`src/rtl/muxn_rr_stream.sv`:
```
// N-channel registered stream selector: fixed-select or round-robin arbitration
// into a single output register slot with valid/ready handshaking.
module muxn_rr_stream #(
  parameter int DW   = 8,
  parameter int NCH  = 4,
  parameter int SELW = $clog2(NCH)
) (
  input  logic              clk,
  input  logic              rst,
  input  logic              mode,
  input  logic [SELW-1:0]   sel,
  input  logic [NCH*DW-1:0] in_data,
  input  logic [NCH-1:0]    in_valid,
  output logic [NCH-1:0]    in_ready,
  output logic [DW-1:0]     out_data,
  output logic              out_valid,
  output logic [SELW-1:0]   out_ch,
  input  logic              out_ready
);

  localparam int PADN = 1 << SELW;

  logic [SELW-1:0] ptr_reg, ptr_next;
  logic            out_valid_reg;
  logic [DW-1:0]   out_data_reg;
  logic [SELW-1:0] out_ch_reg;

  logic [DW-1:0]   ch_data [NCH];
  logic [PADN-1:0] valid_pad;
  logic            fx_hit, rr_hit, grant_valid;
  logic [SELW-1:0] rr_idx, scan_idx, grant;
  logic [SELW:0]   scan_sum;
  logic            space, load;

  generate
    for (genvar gi = 0; gi < NCH; gi++) begin : g_ch
      assign ch_data[gi]  = in_data[gi*DW +: DW];
      assign in_ready[gi] = !rst && space && grant_valid && (grant == SELW'(gi));
    end
  endgenerate

  // Padding in_valid to a power of two lets sel/scan indices address it
  // safely; out-of-range channels read as never valid.
  always_comb begin
    valid_pad          = '0;
    valid_pad[NCH-1:0] = in_valid;
    fx_hit   = ({1'b0, sel} < (SELW+1)'(NCH)) && valid_pad[sel];
    rr_hit   = 1'b0;
    rr_idx   = '0;
    scan_sum = '0;
    scan_idx = '0;
    for (int k = 0; k < NCH; k++) begin
      scan_sum = {1'b0, ptr_reg} + (SELW+1)'(k);
      if (scan_sum >= (SELW+1)'(NCH)) begin
        scan_sum = scan_sum - (SELW+1)'(NCH);
      end
      scan_idx = scan_sum[SELW-1:0];
      if (!rr_hit && valid_pad[scan_idx]) begin
        rr_hit = 1'b1;
        rr_idx = scan_idx;
      end
    end
    grant_valid = mode ? rr_hit : fx_hit;
    grant       = mode ? rr_idx : sel;
  end

  always_comb begin
    space    = !out_valid_reg || out_ready;
    load     = grant_valid && space;
    ptr_next = ptr_reg;
    if (load && mode) begin
      ptr_next = (grant == SELW'(NCH-1)) ? '0 : grant + 1'b1;
    end
  end

  always_ff @(posedge clk) begin
    if (rst) begin
      ptr_reg       <= '0;
      out_valid_reg <= 1'b0;
      out_data_reg  <= '0;
      out_ch_reg    <= '0;
    end else begin
      ptr_reg <= ptr_next;
      if (load) begin
        out_valid_reg <= 1'b1;
        out_data_reg  <= ch_data[grant];
        out_ch_reg    <= grant;
      end else if (out_ready) begin
        out_valid_reg <= 1'b0;
      end
    end
  end

  assign out_valid = out_valid_reg;
  assign out_data  = out_data_reg;
  assign out_ch    = out_ch_reg;

endmodule

```
`config.mk`:
```
export PLATFORM = sky130hd
export DESIGN_NAME = muxn_rr_stream
export DESIGN_NICKNAME = d
export VERILOG_FILES = /design/src/rtl/muxn_rr_stream.sv
export SDC_FILE = /design/constraint.sdc
export NUM_CORES = 1
export LEC_CHECK = 0
export BUFFER_PORTS_ARGS = -buffer_cell sky130_fd_sc_hd__buf_2
export CORE_ASPECT_RATIO = 1.1
export CORE_MARGIN = 2
export CORE_UTILIZATION = 42
export DETAILED_ROUTE_END_ITERATION = 12
export PLACE_DENSITY = 0.83
export REMOVE_ABC_BUFFERS = 1
export SYNTH_ARGS = -nofsm -noshare
export SYNTH_HDL_FRONTEND = slang
export SYNTH_SLANG_ARGS = --single-unit
```
`constraint.sdc`:
```
create_clock -name clk -period 2.3 [get_ports clk]
set_input_delay 0 -clock clk [delete_from_list [all_inputs] [get_ports clk]]
set_output_delay 0 -clock clk [all_outputs]
set_load 0.02 [all_outputs]
```
# [After elaboration in Yosys (flattened, before gate mapping)]
# Index checks and enable logic that the tools add are counted.
[classes] bitwise=1 reduce_logical=19 mux=30 n_eq_ne=3 add_sub_neg=8 n_lt_le_gt_ge=10 div_mod_pow=0 n_shift=0 n_mul=0
[ops] operator="two-way mux 2 bit" count=10
[ops] operator="binary-select mux 8 bit (select 2 bit)" count=1
[ops] operator="two-way mux 8 bit" count=2
[ops] operator="< comparator 2 x 3 -> 1 bit, second input constant" count=5
[ops] operator="greater-or-equal comparator 3 bit, second input constant" count=4
[ops] operator="two-way mux 1 bit" count=12
[ops] operator="logical AND 1 bit" count=11
[ops] operator="binary-select mux 1 bit (select 2 bit)" count=5
[ops] operator="subtractor 2 x 1 -> 2 bit, second input constant" count=4
[ops] operator="adder 2 x 2 -> 3 bit, second input constant" count=2
[ops] operator="logical NOT 1 bit" count=5
[ops] operator="equality test 2 bit, second input constant" count=2
[ops] operator="adder 2 x 1 -> 3 bit, second input constant" count=1
[ops] operator="greater-or-equal comparator 2 x 3 -> 1 bit, second input constant" count=1
[ops] operator="NOT 2 -> 3 bit" count=1
[ops] operator="adder 2 x 1 -> 2 bit, second input constant" count=1
[ops] operator="equality test 2 x 1 -> 1 bit, second input constant" count=1
[ops] operator="logical NOT 2 bit" count=1
[ops] operator="nonzero test 2 bit" count=1
[ops] operator="logical OR 1 bit" count=1
[totals] register_bits=13 latchBits=0 mem_count=0 mem_bits_rw=0 rom_bits=0 out_inout_bits=15

# [Longest topological paths before layout]
[logic_depth] word_depth=19 ltp_mapped=7 depth_no_buf=6

# [Least setup slack after synthesis]
# Ideal clock, no wire load.
[synth_timing] path_type="flip-flop to output port" from="register ptr_reg[1]" to="output port in_ready[3]" path_stages_with_launch=6 t_arrival_ps=1959 path_slack_ps=341 required_ps=2300 path_buffers=1 cell_sequence="dfxtp_1 > nor4b_1 > o21ai_1 > a31oi_4 > buf_2 > nor4b_1"
[synth_between] elab_chain_cells=17 word_cells_on_any_way=42 cone_classes="add/sub (7); order compare (4); eq/ne (1); mux (22); reduce/logical (8)"
[synth_lines] item="start: declaration" line_no="23" text="logic [SELW-1:0] ptr_reg, ptr_next;"
[synth_lines] item="start signal: assignment" line_no="83" text="ptr_reg <= ptr_next;"
[synth_lines] item="branches (longest 16 deep; another with adder 2 x 1 -> 3 bit)"
[synth_lines] item="logical AND 1 bit (*)" line_no="38" text="assign in_ready[gi] = !rst && space && grant_valid && (grant == SELW'(gi));"
[synth_lines] item="end: declaration" line_no="14" text="output logic [NCH-1:0] in_ready,"
# Mark *: on every way between the ends. The select of a mux whose other input is x is not followed.

# [Worst setup path in the final report]
[layout_timing] from="register ptr_reg[0]" to="output port in_ready[0]"
[layout_between] elab_chain_cells=17 word_cells_on_any_way=42 cone_classes="add/sub (7); order compare (4); mux (22); reduce/logical (9)"
[layout_lines] item="branches (longest 16 deep; another with adder 2 x 1 -> 3 bit)"
[layout_lines] item="logical AND 1 bit (*)" line_no="38"
# Marks and branches as above.

==> impl_metrics.ini <==
[outcome]
status = finished clean

[sta]
final.min_clock_period_ps = 2150
finalSetupViolCount = 0
finalHoldViolCount = 0
rsz0062_at_grt = no
worst_pin_slew_ps = 417
fin_ws_ps = 148
whs_ps = 40.2
slew_headroom_pct = 72.1
slew_violations = 0
fin_crit_sh_pct = 93.6
setup_tns_ps = 0
max_clock_freq_mhz = 465
finalClockSkew_ps = 7.48

[layout]
drive_above_1_share_pct = 46.3
syn2layout_area_growth_pct = 37.6
nNetsFinal = 204
design_area_sq_mm = 0.00131
fin_util_pct = 59.9
insertedDiodeCount = 0
largest_reg_flops = 8

[setup_path]
cp-start-kind = flip-flop
ff2ff_setup_slack_ps = 200
setup.worst_path.end_class = output pin
crit_path_start = ptr_reg[0]
worst-setup-path-type = flip-flop to output pin
path_cells = nand2b_1, a21o_1, a41oi_4, buf_4, nand2b_1, nor3_1, buf_2
slowest_delay_ps = 420
crit_arrival_ps = 2150
required_ps = 2300
rr_startpoint = ptr_reg[0]
crit_top_cell = nand2b_1
slowest_stage = a41oi_4
critical_path.max_fanout = 9

[synthesis]
syn_area_per_cell_sq_um = 9.51
syn_area_sq_um = 951
ys_ff_latch = 13
synth.distinct_cells = 34
ys_seq_area_share_pct = 27.4
netlist_instances = 100
yosys_warnings = 0
ys_top_cells_by_area = dfxtp_1 (27%), mux4_1 (11%), nand2_1 (5.1%)
yosysTopAreaCell = dfxtp_1
yosys.area.top_type_share_pct = 27.4

[power]
internal_power_mw = 0.452
p_switching_mw = 0.249
combPwrFrac_pct = 41.0
p_leak_nw = 0.603
power.share.switching_pct = 35.5
seqPwrFrac_pct = 38.3
clockPowerShare_pct = 20.7
powerDensity_mw_per_mm2 = 536
peakVddDrop_uv = 357

[worst_hold_path]
min_from = in_data[18]
min_path_type = input pin to flip-flop

[floorplanning]
ios = 57
die_h_um = 53.9
start_util_pct = 43.5
die-area_sq_mm = 0.00266
core_area_sq_mm = 0.00218
num_rows = 18
die_x_um = 49.4

[grt]
antenna_found_initial = 0
grt_pass1_wl_um = 4070
grt_pass1_vias = 962
overflow = 0
grtUsageTotal_pct = 20.5
grt_max_degree = 18

[placement]
dp_hpwl_um = 2080
portBuffers = 56
place_ws_ps = 247
gp_congestion = 0.770
dpl_cell_area_sq_mm = 0.00126

[route]
antenna_left = 0
drt_iter0_drc = 15
wire_per_inst_um = 13.9
drc = 0
drt_first_pass_iters = 4
wl_um = 2640
via_count = 1021
vias_per_cell = 5.37

[clocking]
cts_tree = built
clock_path_buffers = 2
clk_pin_slew_ps = 90
cts-root-buf = clkbuf_4
htreeDepth = 1
cts_buffers = 3
cts_resized = 0
cts_sinks = 13
insertion_delay_ps = 280

[run]
maxCapViolCount = 0
-- stage by stage --
stage                     power, mW  cells
after floorplan               0.444     94
final                         0.701    190
after global placement        0.538    183
after detailed placement      0.551    183
after CTS                     0.696    188
after global routing          0.737    190
-- power groups by stage --
stage          sequential [mW]  combinational [mW]  clock (mW)
2_1_floorplan            0.297               0.147           0
6_report                 0.269               0.287       0.145
5_1_grt                  0.272               0.311       0.154
3_5_place_dp             0.273               0.279           0
3_3_place_gp             0.270               0.268           0
4_1_cts                  0.268               0.281       0.147
-- final cells by class --
cell class	count	area (sq um)
clock buffers	4	26.3
repair buffers	62	328
well taps	30	37.5
multi-input cells	79	649
flip-flops and latches	13	260
inverters	2	7.51
fillers	188	876
-- critical path: cells and delay by family (launching register included) --
kind            cells  cell delay (ps)
buf+inv             2              420
flops               1              380
simple gates        3              440
compound gates      2              630
-- routing by layer --
layer  part of all wire [%]  track usage [%]  vias up  wire length [um]
li1                       -                -      493                 -
met1                     39             20.5      486              1020
met2                     54             41.9       38              1430
met3                    5.9             3.89        4               156
met4                    1.1             8.57        0                29
met5                      0                0        -                 0
-- Yosys cell counts --
cell type   n
a211oi_1    2
a41oi_4     1
o41a_1      1
mux2_1      3
nor4_1      1
ha_1        1
o22ai_1     3
mux4_1      4
nor2_1     13
nor3b_1     2
nor3_1      1
a21oi_1     7
a31oi_4     1
nor4b_1     2
nand3_1     1
or2_2       1
buf_2       3
dfxtp_1    13
buf_6       1
o21ai_1     2
nor2b_1     6
a2111oi_2   3
a21oi_2     1
a21boi_0    1
a21o_1      1
and4b_1     1
clkbuf_1    1
mux4_2      2
mux2i_1     1
inv_1       2
buf_1       1
nand2_1    13
o32ai_2     1
nand2b_1    3
-- kinds of logic after synthesis --
family | synth area share (%)
adder cells (fa/ha/maj) | 1.32
AO/OA/AOI/OAI | 23.6
buffers and inverters | 4.34
AND/OR/NAND/NOR | 23.0
multiplexers | 20.4
flip-flops | 27.4
-- final timing paths --
kind | endpoint | depth (start not counted)
max | in_ready[0] | 7
min | out_data[2] | 3
max reg2reg | out_data[1] | 6
min reg2reg | out_data[1] | 2
-- placed cells by master (no fill, tap or decap) --
cell type	netlist	layout
a2111oi_2	3	3
a211oi_1	2	2
a21boi_0	1	1
a21o_1	1	1
a21oi_1	7	7
a21oi_2	1	1
a31oi_4	1	1
a41oi_4	1	1
and4b_1	1	1
buf_2	3	56
buf_4	0	5
clkbuf_1	1	1
clkbuf_4	0	3
dfxtp_1	13	13
dlygate4sd3_1	0	1
ha_1	1	1
inv_1	2	2
mux2_1	3	3
mux2i_1	1	1
mux4_1	4	4
mux4_2	2	2
nand2_1	13	13
nand2b_1	3	3
nand3_1	1	1
nor2_1	13	13
nor2b_1	6	6
nor3_1	1	1
nor3b_1	2	2
nor4_1	1	1
nor4b_1	2	2
o21ai_1	2	2
o22ai_1	3	3
o32ai_2	1	1
o41a_1	1	1
or2_2	1	1
-- what timing repair did --
action	CTS	global route
endpoints found under the hold margin	1	0
hold buffers	1	0
setup endpoints to repair	0	2
buffers inserted	0	2
Power figures use the tool's default switching activity.
